$ cat config.mk
export PLATFORM = sky130hd
export DESIGN_NAME = cfg_access_timeout_ctrl_flat
export DESIGN_NICKNAME = d
export VERILOG_FILES = /design/src/rtl/cfg_timeout_pkg.sv /design/src/rtl/cfg_access_timeout_ctrl_if.sv /design/src/rtl/cfg_timeout_cnt.sv /design/src/rtl/cfg_access_timeout_ctrl.sv /design/src/flat_wrapper.sv
export SDC_FILE = /design/constraint.sdc
export NUM_CORES = 1
export LEC_CHECK = 0
export CORE_MARGIN = 1.5
export CORE_UTILIZATION = 35
export DETAILED_ROUTE_END_ITERATION = 8
export PLACE_DENSITY = 0.67
export REMOVE_ABC_BUFFERS = 1
export SYNTH_ARGS = -nofsm -noshare
export SYNTH_HDL_FRONTEND = slang
export SYNTH_HIERARCHICAL = 1
export SYNTH_SLANG_ARGS = --single-unit
export TNS_END_PERCENT = 30
$ cat constraint.sdc
create_clock -name clk_i -period 4.4 [get_ports clk_i]
set_input_delay 1.1 -clock clk_i [delete_from_list [all_inputs] [get_ports clk_i]]
set_output_delay 1.1 -clock clk_i [all_outputs]
set_load 0.05 [all_outputs]
$ cat src/rtl/cfg_timeout_pkg.sv
// rtl/cfg_timeout_pkg.sv - shared types and constants for the config-space access timeout controller
package cfg_timeout_pkg;

    typedef enum logic [1:0] {
        S_IDLE        = 2'd0,
        S_WAIT_RSP    = 2'd1,
        S_TIMEOUT_RSP = 2'd2,
        S_DRAIN       = 2'd3
    } state_e;

    localparam logic [1:0] RESP_OKAY   = 2'b00;
    localparam logic [1:0] RESP_SLVERR = 2'b10;
    localparam int         STAT_W      = 16;

    function automatic int max_u(input int a, input int b);
        return (a > b) ? a : b;
    endfunction

endpackage

$ cat src/rtl/cfg_access_timeout_ctrl_if.sv
// rtl/cfg_access_timeout_ctrl_if.sv - HPS/CS handshake and response-mux bundle
interface cfg_access_timeout_ctrl_if #(
    parameter int ADDR_WIDTH = 14,
    parameter int DATA_WIDTH = 32,
    parameter int RESP_WIDTH = 2
);
    logic                  hps_read_i;
    logic                  hps_write_i;
    logic [ADDR_WIDTH-1:0] hps_address_i;
    logic                  hps_waitrequest_o;
    logic                  cs_read_o;
    logic                  cs_write_o;
    logic                  cs_waitrequest_i;
    logic                  cs_readdatavalid_i;
    logic                  cs_writerespvalid_i;
    logic                  config_readdatavalid_o;
    logic                  config_writerespvalid_o;
    logic [DATA_WIDTH-1:0] config_readdata_o;
    logic [RESP_WIDTH-1:0] config_resp_o;
    logic                  select_o;

    modport slave (
        input  hps_read_i, hps_write_i, hps_address_i,
        input  cs_waitrequest_i, cs_readdatavalid_i, cs_writerespvalid_i,
        output hps_waitrequest_o, cs_read_o, cs_write_o,
        output config_readdatavalid_o, config_writerespvalid_o,
        output config_readdata_o, config_resp_o, select_o
    );

    modport master (
        output hps_read_i, hps_write_i, hps_address_i,
        output cs_waitrequest_i, cs_readdatavalid_i, cs_writerespvalid_i,
        input  hps_waitrequest_o, cs_read_o, cs_write_o,
        input  config_readdatavalid_o, config_writerespvalid_o,
        input  config_readdata_o, config_resp_o, select_o
    );
endinterface

$ cat src/rtl/cfg_timeout_cnt.sv
// rtl/cfg_timeout_cnt.sv - clearable enable-gated up-counter that parks at its terminal value
module cfg_timeout_cnt #(
    parameter int W = 13
) (
    input  logic         i_clk,
    input  logic         i_rst_n,
    input  logic         i_clr,
    input  logic         i_en,
    input  logic [W-1:0] i_term,
    output logic         o_term
);
    logic [W-1:0] r_cnt;

    always_ff @(posedge i_clk or negedge i_rst_n) begin
        if (!i_rst_n) begin
            r_cnt <= '0;
        end else if (i_clr) begin
            r_cnt <= '0;
        end else if (i_en && (r_cnt != i_term)) begin
            r_cnt <= r_cnt + W'(1);
        end
    end

    assign o_term = (r_cnt == i_term);
endmodule

$ cat src/rtl/cfg_access_timeout_ctrl.sv
// rtl/cfg_access_timeout_ctrl.sv - one-at-a-time CS access sequencer with synthetic error completion on timeout
module cfg_access_timeout_ctrl
    import cfg_timeout_pkg::*;
#(
    parameter int                    ADDR_WIDTH     = 14,
    parameter int                    DATA_WIDTH     = 32,
    parameter int                    RESP_WIDTH     = 2,
    parameter int                    TIMEOUT_CYCLES = 4096,
    parameter int                    DRAIN_CYCLES   = 4096,
    parameter logic [DATA_WIDTH-1:0] TIMEOUT_DATA   = '1,
    parameter logic [RESP_WIDTH-1:0] TIMEOUT_RESP   = RESP_WIDTH'(RESP_SLVERR)
) (
    input  logic                  clk_i,
    input  logic                  rstn_i,
    input  logic                  timeout_en_i,
    cfg_access_timeout_ctrl_if.slave bus,
    output logic                  timeout_pulse_o,
    output logic [STAT_W-1:0]     timeout_count_o,
    output logic [ADDR_WIDTH-1:0] last_timeout_addr_o
);
    localparam int CNT_W = $clog2(max_u(TIMEOUT_CYCLES, DRAIN_CYCLES) + 1);
    localparam logic [CNT_W-1:0] TO_TERM = CNT_W'(TIMEOUT_CYCLES - 1);
    localparam logic [CNT_W-1:0] DR_TERM = CNT_W'(DRAIN_CYCLES - 1);

    state_e                r_state;
    logic                  r_is_write;
    logic                  r_no_drain;
    logic [ADDR_WIDTH-1:0] r_addr;
    logic                  r_select;
    logic                  r_cfg_rvalid;
    logic                  r_cfg_wvalid;
    logic [DATA_WIDTH-1:0] r_cfg_rdata;
    logic [RESP_WIDTH-1:0] r_cfg_resp;
    logic                  r_pulse;
    logic [STAT_W-1:0]     r_count;
    logic [ADDR_WIDTH-1:0] r_last_addr;

    logic                  w_strobe, w_idle, w_stall, w_accept, w_match;
    logic                  w_cnt_term, w_cnt_fire, w_cnt_clr;
    logic                  w_stall_to, w_wait_to, w_enter_to, w_wait_done, w_drain_done;
    logic                  w_to_is_write;
    logic [ADDR_WIDTH-1:0] w_to_addr;
    logic [CNT_W-1:0]      w_term_val;

    assign w_idle     = (r_state == S_IDLE);
    assign w_strobe   = bus.hps_read_i | bus.hps_write_i;
    assign w_stall    = w_idle && w_strobe && bus.cs_waitrequest_i;
    assign w_accept   = w_idle && w_strobe && !bus.cs_waitrequest_i;
    assign w_match    = r_is_write ? bus.cs_writerespvalid_i : bus.cs_readdatavalid_i;
    assign w_cnt_fire = timeout_en_i && w_cnt_term;

    assign w_stall_to   = w_stall && w_cnt_fire;
    assign w_wait_done  = (r_state == S_WAIT_RSP) && w_match;
    assign w_wait_to    = (r_state == S_WAIT_RSP) && !w_match && w_cnt_fire;
    assign w_drain_done = (r_state == S_DRAIN) && (w_match || w_cnt_fire);
    assign w_enter_to   = w_stall_to || w_wait_to;

    // A stalled access has not been latched yet, so its attributes come straight off the bus.
    assign w_to_is_write = w_idle ? bus.hps_write_i   : r_is_write;
    assign w_to_addr     = w_idle ? bus.hps_address_i : r_addr;

    assign w_term_val = (r_state == S_DRAIN) ? DR_TERM : TO_TERM;
    assign w_cnt_clr  = (w_idle && !w_stall) || w_stall_to || w_wait_done || w_wait_to
                      || (r_state == S_TIMEOUT_RSP) || w_drain_done;

    cfg_timeout_cnt #(.W(CNT_W)) u_cnt (
        .i_clk   (clk_i),
        .i_rst_n (rstn_i),
        .i_clr   (w_cnt_clr),
        .i_en    (timeout_en_i),
        .i_term  (w_term_val),
        .o_term  (w_cnt_term)
    );

    always_ff @(posedge clk_i or negedge rstn_i) begin
        if (!rstn_i) begin
            r_state      <= S_IDLE;
            r_is_write   <= 1'b0;
            r_no_drain   <= 1'b0;
            r_addr       <= '0;
            r_select     <= 1'b0;
            r_cfg_rvalid <= 1'b0;
            r_cfg_wvalid <= 1'b0;
            r_cfg_rdata  <= '0;
            r_cfg_resp   <= '0;
            r_pulse      <= 1'b0;
            r_count      <= '0;
            r_last_addr  <= '0;
        end else begin
            r_pulse      <= 1'b0;
            r_cfg_rvalid <= 1'b0;
            r_cfg_wvalid <= 1'b0;
            r_cfg_rdata  <= '0;
            r_cfg_resp   <= '0;
            case (r_state)
                S_IDLE: begin
                    if (w_accept || w_stall_to) begin
                        r_addr     <= bus.hps_address_i;
                        r_is_write <= bus.hps_write_i;
                        r_no_drain <= w_stall_to;
                        r_state    <= w_stall_to ? S_TIMEOUT_RSP : S_WAIT_RSP;
                    end
                end
                S_WAIT_RSP: begin
                    if (w_match) begin
                        r_state <= S_IDLE;
                    end else if (w_cnt_fire) begin
                        r_state <= S_TIMEOUT_RSP;
                    end
                end
                S_TIMEOUT_RSP: begin
                    r_state  <= r_no_drain ? S_IDLE : S_DRAIN;
                    r_select <= !r_no_drain;
                end
                S_DRAIN: begin
                    if (w_drain_done) begin
                        r_state  <= S_IDLE;
                        r_select <= 1'b0;
                    end
                end
                default: r_state <= S_IDLE;
            endcase
            if (w_enter_to) begin
                r_select     <= 1'b1;
                r_cfg_rvalid <= !w_to_is_write;
                r_cfg_wvalid <= w_to_is_write;
                r_cfg_rdata  <= TIMEOUT_DATA;
                r_cfg_resp   <= TIMEOUT_RESP;
                r_pulse      <= 1'b1;
                r_count      <= (r_count == {STAT_W{1'b1}}) ? r_count : r_count + STAT_W'(1);
                r_last_addr  <= w_to_addr;
            end
        end
    end

    assign bus.cs_read_o         = w_idle && !w_stall_to && bus.hps_read_i;
    assign bus.cs_write_o        = w_idle && !w_stall_to && bus.hps_write_i;
    assign bus.hps_waitrequest_o = w_idle ? (bus.cs_waitrequest_i && !w_stall_to) : 1'b1;

    assign bus.select_o                = r_select;
    assign bus.config_readdatavalid_o  = r_cfg_rvalid;
    assign bus.config_writerespvalid_o = r_cfg_wvalid;
    assign bus.config_readdata_o       = r_cfg_rdata;
    assign bus.config_resp_o           = r_cfg_resp;
    assign timeout_pulse_o             = r_pulse;
    assign timeout_count_o             = r_count;
    assign last_timeout_addr_o         = r_last_addr;
endmodule

$ cat src/flat_wrapper.sv
// flat-port wrapper written by rule: the top's interface ports become plain ports
module cfg_access_timeout_ctrl_flat import cfg_timeout_pkg::*;
#(
    parameter int                    ADDR_WIDTH     = 14,
    parameter int                    DATA_WIDTH     = 32,
    parameter int                    RESP_WIDTH     = 2,
    parameter int                    TIMEOUT_CYCLES = 4096,
    parameter int                    DRAIN_CYCLES   = 4096,
    parameter logic [DATA_WIDTH-1:0] TIMEOUT_DATA   = '1,
    parameter logic [RESP_WIDTH-1:0] TIMEOUT_RESP   = RESP_WIDTH'(RESP_SLVERR)
)
  (clk_i, rstn_i, timeout_en_i, timeout_pulse_o, timeout_count_o, last_timeout_addr_o, bus_hps_read_i, bus_hps_write_i, bus_hps_address_i, bus_cs_waitrequest_i, bus_cs_readdatavalid_i, bus_cs_writerespvalid_i, bus_hps_waitrequest_o, bus_cs_read_o, bus_cs_write_o, bus_config_readdatavalid_o, bus_config_writerespvalid_o, bus_config_readdata_o, bus_config_resp_o, bus_select_o);
  cfg_access_timeout_ctrl_if #(.ADDR_WIDTH(ADDR_WIDTH), .DATA_WIDTH(DATA_WIDTH), .RESP_WIDTH(RESP_WIDTH)) bus_i ();
  input  logic clk_i;
  input  logic rstn_i;
  input  logic timeout_en_i;
  output logic timeout_pulse_o;
  output logic [STAT_W-1:0] timeout_count_o;
  output logic [ADDR_WIDTH-1:0] last_timeout_addr_o;
  input wire logic [$bits(bus_i.hps_read_i)-1:0] bus_hps_read_i;
  input wire logic [$bits(bus_i.hps_write_i)-1:0] bus_hps_write_i;
  input wire logic [$bits(bus_i.hps_address_i)-1:0] bus_hps_address_i;
  input wire logic [$bits(bus_i.cs_waitrequest_i)-1:0] bus_cs_waitrequest_i;
  input wire logic [$bits(bus_i.cs_readdatavalid_i)-1:0] bus_cs_readdatavalid_i;
  input wire logic [$bits(bus_i.cs_writerespvalid_i)-1:0] bus_cs_writerespvalid_i;
  output wire logic [$bits(bus_i.hps_waitrequest_o)-1:0] bus_hps_waitrequest_o;
  output wire logic [$bits(bus_i.cs_read_o)-1:0] bus_cs_read_o;
  output wire logic [$bits(bus_i.cs_write_o)-1:0] bus_cs_write_o;
  output wire logic [$bits(bus_i.config_readdatavalid_o)-1:0] bus_config_readdatavalid_o;
  output wire logic [$bits(bus_i.config_writerespvalid_o)-1:0] bus_config_writerespvalid_o;
  output wire logic [$bits(bus_i.config_readdata_o)-1:0] bus_config_readdata_o;
  output wire logic [$bits(bus_i.config_resp_o)-1:0] bus_config_resp_o;
  output wire logic [$bits(bus_i.select_o)-1:0] bus_select_o;
  assign bus_i.hps_read_i = bus_hps_read_i;
  assign bus_i.hps_write_i = bus_hps_write_i;
  assign bus_i.hps_address_i = bus_hps_address_i;
  assign bus_i.cs_waitrequest_i = bus_cs_waitrequest_i;
  assign bus_i.cs_readdatavalid_i = bus_cs_readdatavalid_i;
  assign bus_i.cs_writerespvalid_i = bus_cs_writerespvalid_i;
  assign bus_hps_waitrequest_o = bus_i.hps_waitrequest_o;
  assign bus_cs_read_o = bus_i.cs_read_o;
  assign bus_cs_write_o = bus_i.cs_write_o;
  assign bus_config_readdatavalid_o = bus_i.config_readdatavalid_o;
  assign bus_config_writerespvalid_o = bus_i.config_writerespvalid_o;
  assign bus_config_readdata_o = bus_i.config_readdata_o;
  assign bus_config_resp_o = bus_i.config_resp_o;
  assign bus_select_o = bus_i.select_o;
  cfg_access_timeout_ctrl #(.ADDR_WIDTH(ADDR_WIDTH), .DATA_WIDTH(DATA_WIDTH), .RESP_WIDTH(RESP_WIDTH), .TIMEOUT_CYCLES(TIMEOUT_CYCLES), .DRAIN_CYCLES(DRAIN_CYCLES), .TIMEOUT_DATA(TIMEOUT_DATA), .TIMEOUT_RESP(TIMEOUT_RESP)) u_core (.clk_i(clk_i), .rstn_i(rstn_i), .timeout_en_i(timeout_en_i), .bus(bus_i), .timeout_pulse_o(timeout_pulse_o), .timeout_count_o(timeout_count_o), .last_timeout_addr_o(last_timeout_addr_o));
endmodule
# Word-level counts from Yosys, hierarchy flattened
# Index checks and enable logic that the tools add are counted.
[classes] mux=21 n_bitwise=2 eq_ne=10 add_sub_neg=2 n_reduce_logical=36
[op_table] op="2-to-1 mux 32 bit" count=1
[op_table] op="2-to-1 mux 13 bit" count=2
[op_table] op="adder 16 x 1 -> 16 bit, second input constant" count=1
[op_table] op="== test 16 bit, second input constant" count=1
[op_table] op="logical AND 1 bit" count=15
[op_table] op="2-to-1 mux 14 bit" count=1
[op_table] op="2-to-1 mux 2 bit" count=7
[op_table] op="adder 13 x 1 -> 13 bit, second input constant" count=1
[op_table] op="== test 13 x 12 -> 1 bit, second input constant" count=1
[op_table] op="inequality test 13 x 12 -> 1 bit, second input constant" count=1
[op_table] op="logical OR 1 bit" count=8
[op_table] op="2-to-1 mux 1 bit" count=8
[op_table] op="case mux 2 bit (4 select lines)" count=1
[op_table] op="logical NOT 1 bit" count=6
[op_table] op="inequality test 3 x 1 -> 1 bit, second input constant" count=2
[op_table] op="AND reduction 2 bit" count=3
[op_table] op="== test 2 bit, second input constant" count=2
[op_table] op="AND reduction 3 bit" count=1
[op_table] op="nonzero test 3 bit" count=1
[op_table] op="== test 2 x 1 -> 1 bit, second input constant" count=1
[op_table] op="logical NOT 2 bit" count=1
[op_table] op="inequality test 2 x 1 -> 1 bit, second input constant" count=1
[op_table] op="inequality test 2 bit, second input constant" count=1
[op_table] op="case mux 1 bit (2 select lines)" count=1
[op_table] op="3 further kinds" count=3
[totals] word_cells=84 ff_bits=99 input_bits=22

# Logic depth before layout (Yosys ltp)
[logic_depth] ltp_word=11 mapped_depth=12 depth_no_buf=9

# Modules after synthesis
# Netlist, hierarchy kept.
[by_module_without_submodules] mod="cfg_access_timeout_ctrl" instances=1 area_per_inst_um2=2622.5 cells_each=239 seq_area_each_um2=1301.2
[by_module_without_submodules] mod="cfg_timeout_cnt" instances=1 area_per_inst_um2=868.3 cells_each=93 seq_area_each_um2=325.3

# Least setup slack after synthesis
# OpenSTA, ideal clock, no wires.
[synth_path] path_kind="register to output" start="register u_core.u_cnt.r_cnt[6]" end="output port bus_hps_waitrequest_o" path_stages_with_launch=9 slack_ps=1262 arrival_time_ps=2038 required_ps=3300 cell_sequence="dfrtp_1 xnor2_1 nand3_1 nor4_4 buf_6 buf_6 nand3_1 or3_4 o21a_1"
[synth_via] elab_chain_len=6
[synth_rtl] item="start: declaration" line="cfg_timeout_cnt.sv:12" source="logic [W-1:0] r_cnt;"
[synth_rtl] item="start signal: assignment" line="cfg_timeout_cnt.sv:20" source="r_cnt <= r_cnt + W'(1);"
[synth_rtl] item="== test 13 x 12 -> 1 bit" line="cfg_timeout_cnt.sv:24" source="assign o_term = (r_cnt == i_term);"
[synth_rtl] item="via u_core.w_cnt_term" line="cfg_access_timeout_ctrl.sv:39" source="logic w_cnt_term, w_cnt_fire, w_cnt_clr;"
[synth_rtl] item="logical AND 1 bit" line="cfg_access_timeout_ctrl.sv:50" source="assign w_cnt_fire = timeout_en_i && w_cnt_term;"
[synth_rtl] item="logical AND 1 bit" line="cfg_access_timeout_ctrl.sv:52" source="assign w_stall_to = w_stall && w_cnt_fire;"
[synth_rtl] item="logical NOT 1 bit" line="cfg_access_timeout_ctrl.sv:138" source="assign bus.hps_waitrequest_o = w_idle ? (bus.cs_waitrequest_i && !w_stall_to) : 1'b1;"
[synth_rtl] item="logical AND 1 bit" line="cfg_access_timeout_ctrl.sv:138"
[synth_rtl] item="2-to-1 mux 1 bit" line="cfg_access_timeout_ctrl.sv:138"
[synth_rtl] item="end: declaration" line="flat_wrapper.sv:26" source="output wire logic [$bits(bus_i.hps_waitrequest_o)-1:0] bus_hps_waitrequest_o;"
# The timed path passes the listed nets, and every way through them passes these cells.

# Worst setup path after layout
[layout_path] start="input port timeout_en_i" end="output port bus_cs_write_o"
[layout_via] elab_chain_len=5
[layout_rtl] item="start: declaration" line="flat_wrapper.sv:16" source="input logic timeout_en_i;"
[layout_rtl] item="logical AND 1 bit" line="cfg_access_timeout_ctrl.sv:50"
[layout_rtl] item="logical AND 1 bit" line="cfg_access_timeout_ctrl.sv:52"
[layout_rtl] item="logical NOT 1 bit" line="cfg_access_timeout_ctrl.sv:137" source="assign bus.cs_write_o = w_idle && !w_stall_to && bus.hps_write_i;"
[layout_rtl] item="logical AND 1 bit (2 in a row)" line="cfg_access_timeout_ctrl.sv:137"
[layout_rtl] item="end: declaration" line="flat_wrapper.sv:28" source="output wire logic [$bits(bus_i.cs_write_o)-1:0] bus_cs_write_o;"
# Every way passes these cells.

==> results.md <==
- Chip width: 103 um
- Wire per inst: 13.6 um
- Number of global-route vias before repair: 2591
- TritonCTS clock tree: done
- Worst path slowest cell: clkdlybuf4s50_1
- Routed Antenna Nets: 0
- Routed Wire Length: 7410 um
- Num CTS Buffers: 9
- Die Area: 10600 um2
- Crit path capture type: primary output
- Non-filler cells, final: 543
- Max VDD drop: 203 uV
- Routability cong.: 0.805
- Cells after Synth: 332
- HP Class: register to register
- WS Path Type: input port to primary output
- Number of clock sinks: 65
- PortBufs: 91
- Iter 0 DRT Violations: 82
- Critical-path cell list: clkdlybuf4s50_1 > nand3_1 > and3_1 > clkdlybuf4s50_1
- Largest net degree at the start of global routing: 42
- Critical path peak fanout: 8
- Worst flop-to-flop path startpoint: u_core/u_cnt/r_cnt[1]
- Setup Fix Bufs, Post-CTS: 0
- Worst stage delay on the critical path: 0.79 ns
- RSZ-0062 raised after global routing: false
- Hold_buf cts: 0
- Slew Limit Fails: 0
- Share of layout cells above drive strength 1: 11.0%
- Slew headroom: 37.5%
- TNS Setup: 0 ns
- Htree depth: 3
- DRC viols: 0
- Met3 Use GR: 5.49%
- All-Layer GR Usage: 15.1%
- EDFF count, synth: 0
- Clock Root Buffer: clkbuf_8
- Initial antenna violation count: 0
- Clk Latency, worst-skew pair: 0.34 ns
- Ys async rst share: 100%
- Post-synthesis instance area: 3490 um2
- Area Overhead vs Synth: 29.2%
- N_diodes: 0
- Post-CTS Resized: 0
- Worst Skew: 0.0105 ns
- Most used cell, CP: clkdlybuf4s50_1
- Clock slew at reported path FFs: 0.08 ns
- Vias per std cell: 4.74
- Row Count: 36
- Most common cell after layout, fill and taps aside: clkdlybuf4s50_1
- Num ports: 93
- Cell Pwr Density: 389 nW/um2
- Critical Path AT: 2.76 ns
- Vias: 2575
- Placed cells: 527
- DR pass1 iterations: 4
- Core area: 9730 um2
- FMAX: 259 MHz
- Overflow after GRT: 0
- Most frequent cells in the layout: clkdlybuf4s50_1, dfrtp_1, nand2_1
- Final setup vio count: 0
- Number of synthesized register bits: 65
- CP Launch Point: timeout_en_i
- Min-Delay Startpoint: u_core/last_timeout_addr_o[13]
- Global routing usage on met2: 23.2%
- Leak: 1.94 nW
- Distinct cells, synth: 42
- Status: finished clean
- Tmin final: 3.86 ns
- Grt peak-use layer: met2
- Hold Vio Cnt, Final: 0
- Mapped Avg Cell Area: 10.5 um2
- Top FF cell, synth: dfrtp_1
- Synth warnings: 6
- Worst path required time: 3.30 ns
- Launching element type of the critical path: input port
- Initial Util: 35.9%
- Met1 Use GR: 20.3%
- Chip Height: 103 um
- Final nets: 429
- Worst-Margin Slew: 0.938 ns
- Final worst-path cycle share: 87.7%
- Clock Tree Buf Depth: 2
- Max-cap check violation count: 0
- First-pass GRT wire length: 12200 um
- Post-DP HPWL: 5080 um
- Seq/Total Area, Yosys: 46.6%
[final timing paths]
| check | slack (ns) | endpoint | depth (start not counted) |
|---|---|---|---|
| max | 0.54 | bus_cs_write_o | 4 |
| min reg2reg | 0.48 | u_core/last_timeout_addr_o[13] | 2 |
| max in group asynchronous | 2.63 | u_core/bus.config_readdata_o[30] | 2 |
| min | 0.48 | u_core/last_timeout_addr_o[13] | 2 |
| max reg2reg | 1.61 | u_core/r_addr[2] | 7 |
| min in group asynchronous | 0.90 | u_core/u_cnt/r_cnt[11] | 1 |
[cells in the mapped netlist, drive strengths merged, types with 2 or more instances]
| cell type | instances | share of area, % |
|---|---|---|
| buf | 41 | 9.0 |
| nor2b | 6 | 1.1 |
| mux2i | 16 | 4.6 |
| inv | 2 | 0.22 |
| and3 | 8 | 1.4 |
| and4 | 4 | 1.0 |
| mux2 | 19 | 6.2 |
| nand3 | 13 | 1.9 |
| nand2 | 27 | 2.9 |
| ha | 2 | 0.72 |
| nand4 | 14 | 2.5 |
| o31ai | 3 | 0.65 |
| dfrtp | 65 | 47 |
| xnor2 | 25 | 6.3 |
| o21ai | 24 | 3.4 |
| and2 | 7 | 1.3 |
| or4 | 3 | 0.65 |
| or3 | 8 | 1.6 |
| nor2 | 8 | 0.86 |
| clkbuf | 4 | 0.43 |
| a21oi | 13 | 1.9 |
| xor2 | 2 | 0.50 |
| conb | 2 | 0.22 |
| o21a | 3 | 0.65 |
| nand2b | 3 | 0.54 |
[area by class of cell]
cell class              count  area (um2)
inverters                   3        12.5
flip-flops and latches     65        1630
multi-input cells         231        1570
well taps                 133         166
clock inverters             6        65.1
repair buffers             95         933
fillers                   950        5220
clock buffers              10         138
[kinds of logic after synthesis]
kind of cell	Yosys count	share of synthesized area, %
AND/OR/NAND/NOR	105	16.9
flip-flops	65	46.6
AO/OA/AOI/OAI	48	8.14
buffers and inverters	48	9.82
multiplexers	35	10.8
XOR/XNOR	27	6.77
adder cells (fa/ha/maj)	2	0.717
other	2	0.215
[layer usage]
metal,part of all wire [%],up-vias
met5,0,-
met4,0.42,0
met3,6.5,2
met2,45,82
met1,48,1225
li1,-,1266
[sequential cells by signal (all words and copies together) (netlist names)]
register	flops
u_core/bus.select_o	1
u_core/r_state	2
u_core/u_cnt/r_cnt	13
u_core/bus.config_readdatavalid_o	1
u_core/r_is_write	1
u_core/bus.config_readdata_o	1
u_core/last_timeout_addr_o	14
u_core/r_no_drain	1
u_core/bus.config_writerespvalid_o	1
u_core/r_addr	14
u_core/timeout_count_o	16
[worst max-delay path: cells and delay by family]
kind	cells	cell delay [ns]
buffers and inverters	2	1.31
AND/OR/NAND/NOR	2	0.34
[stage by stage]
| step | cell area (um2) | setup slack [ns] | utilization, % | hold slack [ns] | power [mW] |
|---|---|---|---|---|---|
| after detailed placement | 4310 | 0.546 | 44.3 | 0.471 | 1.25 |
| final | 4510 | 0.542 | 46.4 | 0.485 | 1.75 |
| after global routing | 4510 | 0.447 | 46.4 | 0.504 | 1.87 |
| after CTS | 4510 | 0.537 | 46.4 | 0.490 | 1.78 |
| after global placement | 4310 | 0.538 | 44.3 | 0.465 | 1.23 |
| after floorplan | 3210 | -7.11 | - | 0.480 | 1.10 |
[report_power, final]
part	total [mW]	internal [mW]	leakage [nW]	switching (mW)
Combinational	0.484	0.233	0.965	0.252
Sequential	0.752	0.686	0.870	0.0657
Clock	0.516	0.278	0.103	0.238
No activity file was read; power rests on OpenSTA's default activity.
==> variant 1 (same flow settings) <==
The 4 states of `state_e` get a one-hot encoding in 4 bits.
--- a/src/rtl/cfg_timeout_pkg.sv
+++ b/src/rtl/cfg_timeout_pkg.sv
@@ -3,7 +3,7 @@
 
-    typedef enum logic [1:0] {
-        S_IDLE        = 2'd0,
-        S_WAIT_RSP    = 2'd1,
-        S_TIMEOUT_RSP = 2'd2,
-        S_DRAIN       = 2'd3
+    typedef enum logic [3:0] {
+        S_IDLE        = 4'b0001,
+        S_WAIT_RSP    = 4'b0010,
+        S_TIMEOUT_RSP = 4'b0100,
+        S_DRAIN       = 4'b1000
     } state_e;
Function: no difference found for any inputs over 10 cycles, from zero or initial values and one cycle with rstn_i low; not proved beyond that.
==> variant 1 against the unedited design <==
Routed wire length rose by 9.8%; highest routed layer unchanged; clock power grew 3.9%; worst setup slack lost 0.098 ns; final area is 5.7% higher; synthesized area increased by 6.2%; utilization about the same; total power up 3.1%; die area rose by 6.0%; count of clock-buffer cells in the layout unchanged; first-iteration DRC count down 15%; sequential cell count grew 2; worst hold slack gained 0.0045 ns.
==> variant 1: results (changes against the unedited design) <==
- Result of the run: complete, no violations (unchanged).
- The number of nets in the layout was 462 (was 429).
- HP Class: reg -> reg (unchanged)
* Layout cells sized above 1: 9.707% (was 10.98%)
- In this design, the stage delay of the slowest critical-path cell is approximately 0.80 ns.
- Total global routing track utilization: 15.18% (was 15.15%)
* First-pass GRT wire length: 13480 um (was 12250 um)
* DRT Pass-1 Iters: 4 (unchanged)
- The worst-path cell with the longest stage delay is sky130_fd_sc_hd__clkdlybuf4s50_1 (unchanged).
* Leading cell types by total area after synthesis: sky130_fd_sc_hd__dfrtp_1, sky130_fd_sc_hd__buf_4, sky130_fd_sc_hd__mux2i_1 (was sky130_fd_sc_hd__dfrtp_1, sky130_fd_sc_hd__buf_4, sky130_fd_sc_hd__xnor2_1)
* Leakage dissipation: 1.969 nW (was 1.938 nW)
- Arrival @ worst endpoint: 2.86 ns (was 2.76 ns)
* Reg2reg path depth: 7 (unchanged)
- Clock skew after layout: 0.01635 ns (was 0.01046 ns)
- Number of different library cells in the post-synthesis netlist: 53 (was 42)
- The post-place instance area came to 0.004559 mm^2 (was 0.004309 mm^2).
- The biggest fanout along the worst timing path came to 6 (was 8).
- Gates resized, CTS repair: 0 (unchanged)
* Sequential cell area fraction in the yosys report: 45.27% (was 46.59%)
- Clock latency on the worst-skew pair: 0.34 ns (about the same)
- Number of vias after detailed routing: 2839 (was 2575)
- Leading post-synthesis cells by instance count: sky130_fd_sc_hd__dfrtp_1, sky130_fd_sc_hd__buf_4, sky130_fd_sc_hd__nand2_1, sky130_fd_sc_hd__o21ai_1, sky130_fd_sc_hd__xnor2_1 (was sky130_fd_sc_hd__dfrtp_1, sky130_fd_sc_hd__buf_4, sky130_fd_sc_hd__nand2_1, sky130_fd_sc_hd__xnor2_1).
* Largest net degree at the start of global routing: 38 (was 42)
* Antenna violations before repair: 0 (unchanged)
- The pre-CTS setup slack was 0.4383 ns (was 0.5461 ns).
* Half-perimeter wire length of the detailed placement result: 5721 um (was 5077 um)
- Starting DRT DRC Count: 70 (was 82)
* WL per Instance: 14.05 um (was 13.64 um)
- The worst supply voltage drop on vdd came to 0.1627 mV (was 0.2029 mV).
- The final RePlAce weighted congestion came to 0.7494 (was 0.8050).
- Max transition margin: 45.79% (was 37.48%)
- Root buf cell: sky130_fd_sc_hd__clkbuf_8 (unchanged)
-- variant 1: final cells by class --
| cell class | instances | area [um^2] |
|---|---|---|
| fill | 987 | 5507 |
| multi-input combinational | 256 | 1723 |
| sequential | 67 | 1678 |
| timing repair buffer | 100 | 973.4 |
| tap | 136 | 170.2 |
| clock buffer | 10 | 137.6 |
| clock inverter | 6 | 73.82 |
| inverter | 4 | 15.01 |
-- variant 1: per-layer routing --
layer	part of all wire, %	wire length (um)	vias up	track usage [%]
met5	0	0	-	0
met4	1.4	112	0	5.405
met3	5.2	420	9	4.782
met2	49	3957	82	25.42
met1	45	3645	1370	18.39
li1	-	-	1378	-
-- variant 1: worst paths after layout --
kind                            slack [ns]                             end                           start
worst max-delay path                  0.44           bus_hps_waitrequest_o                 bus_hps_write_i
worst min-delay path                  0.49  u_core/last_timeout_addr_o[10]  u_core/last_timeout_addr_o[10]
worst max register to register        1.58      u_core/timeout_count_o[15]               u_core/r_state[0]
worst min register to register        0.49  u_core/last_timeout_addr_o[10]  u_core/last_timeout_addr_o[10]
max in group asynchronous             3.24               u_core/r_state[0]                          rstn_i
min in group asynchronous             0.80           u_core/u_cnt/r_cnt[0]                          rstn_i
-- variant 1: logic make-up after synthesis --
| kind of cell | after synthesis | synth area share, % |
|---|---|---|
| AND/OR/NAND/NOR | 122 | 18.20 |
| flip-flops | 67 | 45.27 |
| AO/OA/AOI/OAI | 57 | 9.757 |
| buffers and inverters | 52 | 9.453 |
| multiplexers | 37 | 10.77 |
| XOR/XNOR | 24 | 5.672 |
| adder cells (fa/ha/maj) | 2 | 0.6751 |
| other | 2 | 0.2026 |
-- variant 1: stage by stage --
| stage | TNS (ns) | cells | power, mW |
|---|---|---|---|
| after floorplan | -241.76 | 327 | 1.127 |
| final | 0 | 579 | 1.808 |
| after CTS | 0 | 579 | 1.839 |
| after detailed placement | 0 | 563 | 1.289 |
| after global placement | 0 | 563 | 1.272 |
| after global routing | 0 | 579 | 1.915 |
-- variant 1: where the power goes --
part / switching (mW) / leakage (nW) / internal, mW
Sequential: 0.0794 / 0.891 / 0.707
Clock: 0.253 / 0.101 / 0.283
Combinational: 0.255 / 0.978 / 0.230
-- variant 1: worst register-to-register path, stage by stage (launching register included) --
cell,delay [ns]
sky130_fd_sc_hd__dfstp_2,0.64
sky130_fd_sc_hd__or4b_1,0.48
sky130_fd_sc_hd__buf_4,0.26
sky130_fd_sc_hd__a2bb2oi_1,0.24
sky130_fd_sc_hd__or2_1,0.26
sky130_fd_sc_hd__buf_4,0.26
sky130_fd_sc_hd__nor3_2,0.23
sky130_fd_sc_hd__mux2_1,0.34
==> variant 2 (config.mk and constraints unchanged) <==
Without the edit above. `TIMEOUT_CYCLES` is set to 4096 in 2 places; all go to 2048.
--- a/src/rtl/cfg_access_timeout_ctrl.sv
+++ b/src/rtl/cfg_access_timeout_ctrl.sv
@@ -7,3 +7,3 @@
     parameter int                    RESP_WIDTH     = 2,
-    parameter int                    TIMEOUT_CYCLES = 4096,
+    parameter int                    TIMEOUT_CYCLES = 2048,
     parameter int                    DRAIN_CYCLES   = 4096,
--- a/src/flat_wrapper.sv
+++ b/src/flat_wrapper.sv
@@ -6,3 +6,3 @@
     parameter int                    RESP_WIDTH     = 2,
-    parameter int                    TIMEOUT_CYCLES = 4096,
+    parameter int                    TIMEOUT_CYCLES = 2048,
     parameter int                    DRAIN_CYCLES   = 4096,
Function: no difference found for any inputs over 10 cycles, from zero or initial values and one cycle with rstn_i low; that may be too few to reach the edited logic, so the function may still have changed.
==> variant 2 against the unedited design <==
Cell count grew 4.2%; global-route usage is essentially flat; final area shrank 0.17%; count of clock-buffer cells in the layout grew 2; worst hold slack lost 0.0043 ns; total power grew 0.22%; routed wire length grew 1.4%; combinational power grew 2%; synthesized area grew 0.18%; sequential cell count is the same; worst setup slack lost 0.099 ns; largest cell class unchanged; synthesized cell count grew 7.8%.
==> variant 2: results (changes against the unedited design) <==
* Final std cells w/o fill: 566 (was 543)
- The compound-gate portion of the synthesized area was 8.801% (was 8.136%).
- The data arrival time of the critical path was 2.86 ns (was 2.76 ns).
- The met2 track demand over resource was 23.84% (was 23.23%).
- The part of the power in combinational logic came to 28.1% (was 27.6%).
- Reg-to-reg setup timing slack: 1.30 ns (was 1.61 ns)
* Adder-cell share of the synthesized area: 0.7156% (was 0.7168%)
- XOR/XNOR Fraction of Synth Area: 6.726% (was 6.774%)
- The multiplexer area fraction after synthesis came to 6.476% (was 10.82%).
* Non-Clock Buffer Area Fraction: 20.89% (was 20.69%)
* Mean instance size in the synthesized netlist: 9.768 um^2 (was 10.51 um^2)
- The pre-CTS setup slack is 0.4428 ns (was 0.5461 ns).
* Half-perimeter wire length of the detailed placement result: 5192 um (was 5077 um)
- The proportion of cell area occupied by multi-input gates is 34.56% (was 34.80%).
* Clock skew after layout: 0.007977 ns (was 0.01046 ns)
- Sw frac: 32.74% (was 31.70%)
- The count of clock buffers in the final design is 12 (was 10).
* WL per Instance: 13.28 um (was 13.64 um)
- The worst hold slack was 0.4806 ns (was 0.4849 ns).
* Total global routing track utilization: 15.15% (about the same)
- Layout clock area frac: 4.333% (was 4.493%)
- Fin nets: 453 (was 429)
- Number of different library cells in the post-synthesis netlist: 46 (was 42)
* Max transition margin: 39.75% (was 37.48%)
- The summed area of non-filler cells in the final layout was 0.004504 mm^2 (was 0.004512 mm^2).
* Sequential cell area fraction in the yosys report: 46.51% (was 46.59%)
- Antenna violations before repair: 1 (was 0)
- Layout cells sized above 1: 10.39% (was 10.98%)
- The number of global-route vias before repair was 2655 (was 2591).
- Biggest cell delay along the critical path: 0.70 ns (was 0.79 ns)
* Min Tclk post-route: 3.956 ns (was 3.858 ns)
* Non-clock buffer instance count of the final layout: 96 (was 95)
- Pwr per Cell Area: 390.0 mW/mm^2 (was 388.5 mW/mm^2)
- Synth Cell Area: 0.003497 mm^2 (was 0.003491 mm^2)
* Result of the run: complete, no violations (unchanged)
- # fillers: 949 (was 950)
- Leakage dissipation: 1.855 nW (was 1.938 nW)
- Placed instance count: 551 (was 527)
* Multi-input gate count: 252 (was 231)
- Leading post-synthesis cells by instance count: sky130_fd_sc_hd__dfrtp_1, sky130_fd_sc_hd__nand2_1, sky130_fd_sc_hd__buf_4, sky130_fd_sc_hd__nor2_1, sky130_fd_sc_hd__xnor2_1 (was sky130_fd_sc_hd__dfrtp_1, sky130_fd_sc_hd__buf_4, sky130_fd_sc_hd__nand2_1, sky130_fd_sc_hd__xnor2_1)
- Global Route met3 Usage: 3.458% (was 5.492%)
## variant 2: layer usage
metal  vias to the layer above  part of all wire [%]
met4                         0                   1.2
met1                      1303                    46
met2                       102                    45
met5                         -                     0
li1                       1342                     -
met3                         9                   7.8
## variant 2: worst paths after layout
path                                     start                        endpoint  cells past startpoint
hold reg to reg            u_core/bus.select_o             u_core/bus.select_o                      2
setup reg to reg             u_core/r_state[0]   u_core/last_timeout_addr_o[2]                      9
setup / recovery                  timeout_en_i                   bus_cs_read_o                      4
hold / removal             u_core/bus.select_o             u_core/bus.select_o                      2
max in group asynchronous               rstn_i  u_core/last_timeout_addr_o[13]                      2
min in group asynchronous               rstn_i           u_core/u_cnt/r_cnt[5]                      1
## variant 2: worst reg2reg max path: cells and delay by family, from the launching register on
| kind | cells | cell delay, ns |
|---|---|---|
| simple gates | 6 | 1.45 |
| buf+inv | 1 | 0.63 |
| flops | 1 | 0.46 |
| compound gates | 1 | 0.21 |
| xor+xnor | 1 | 0.18 |
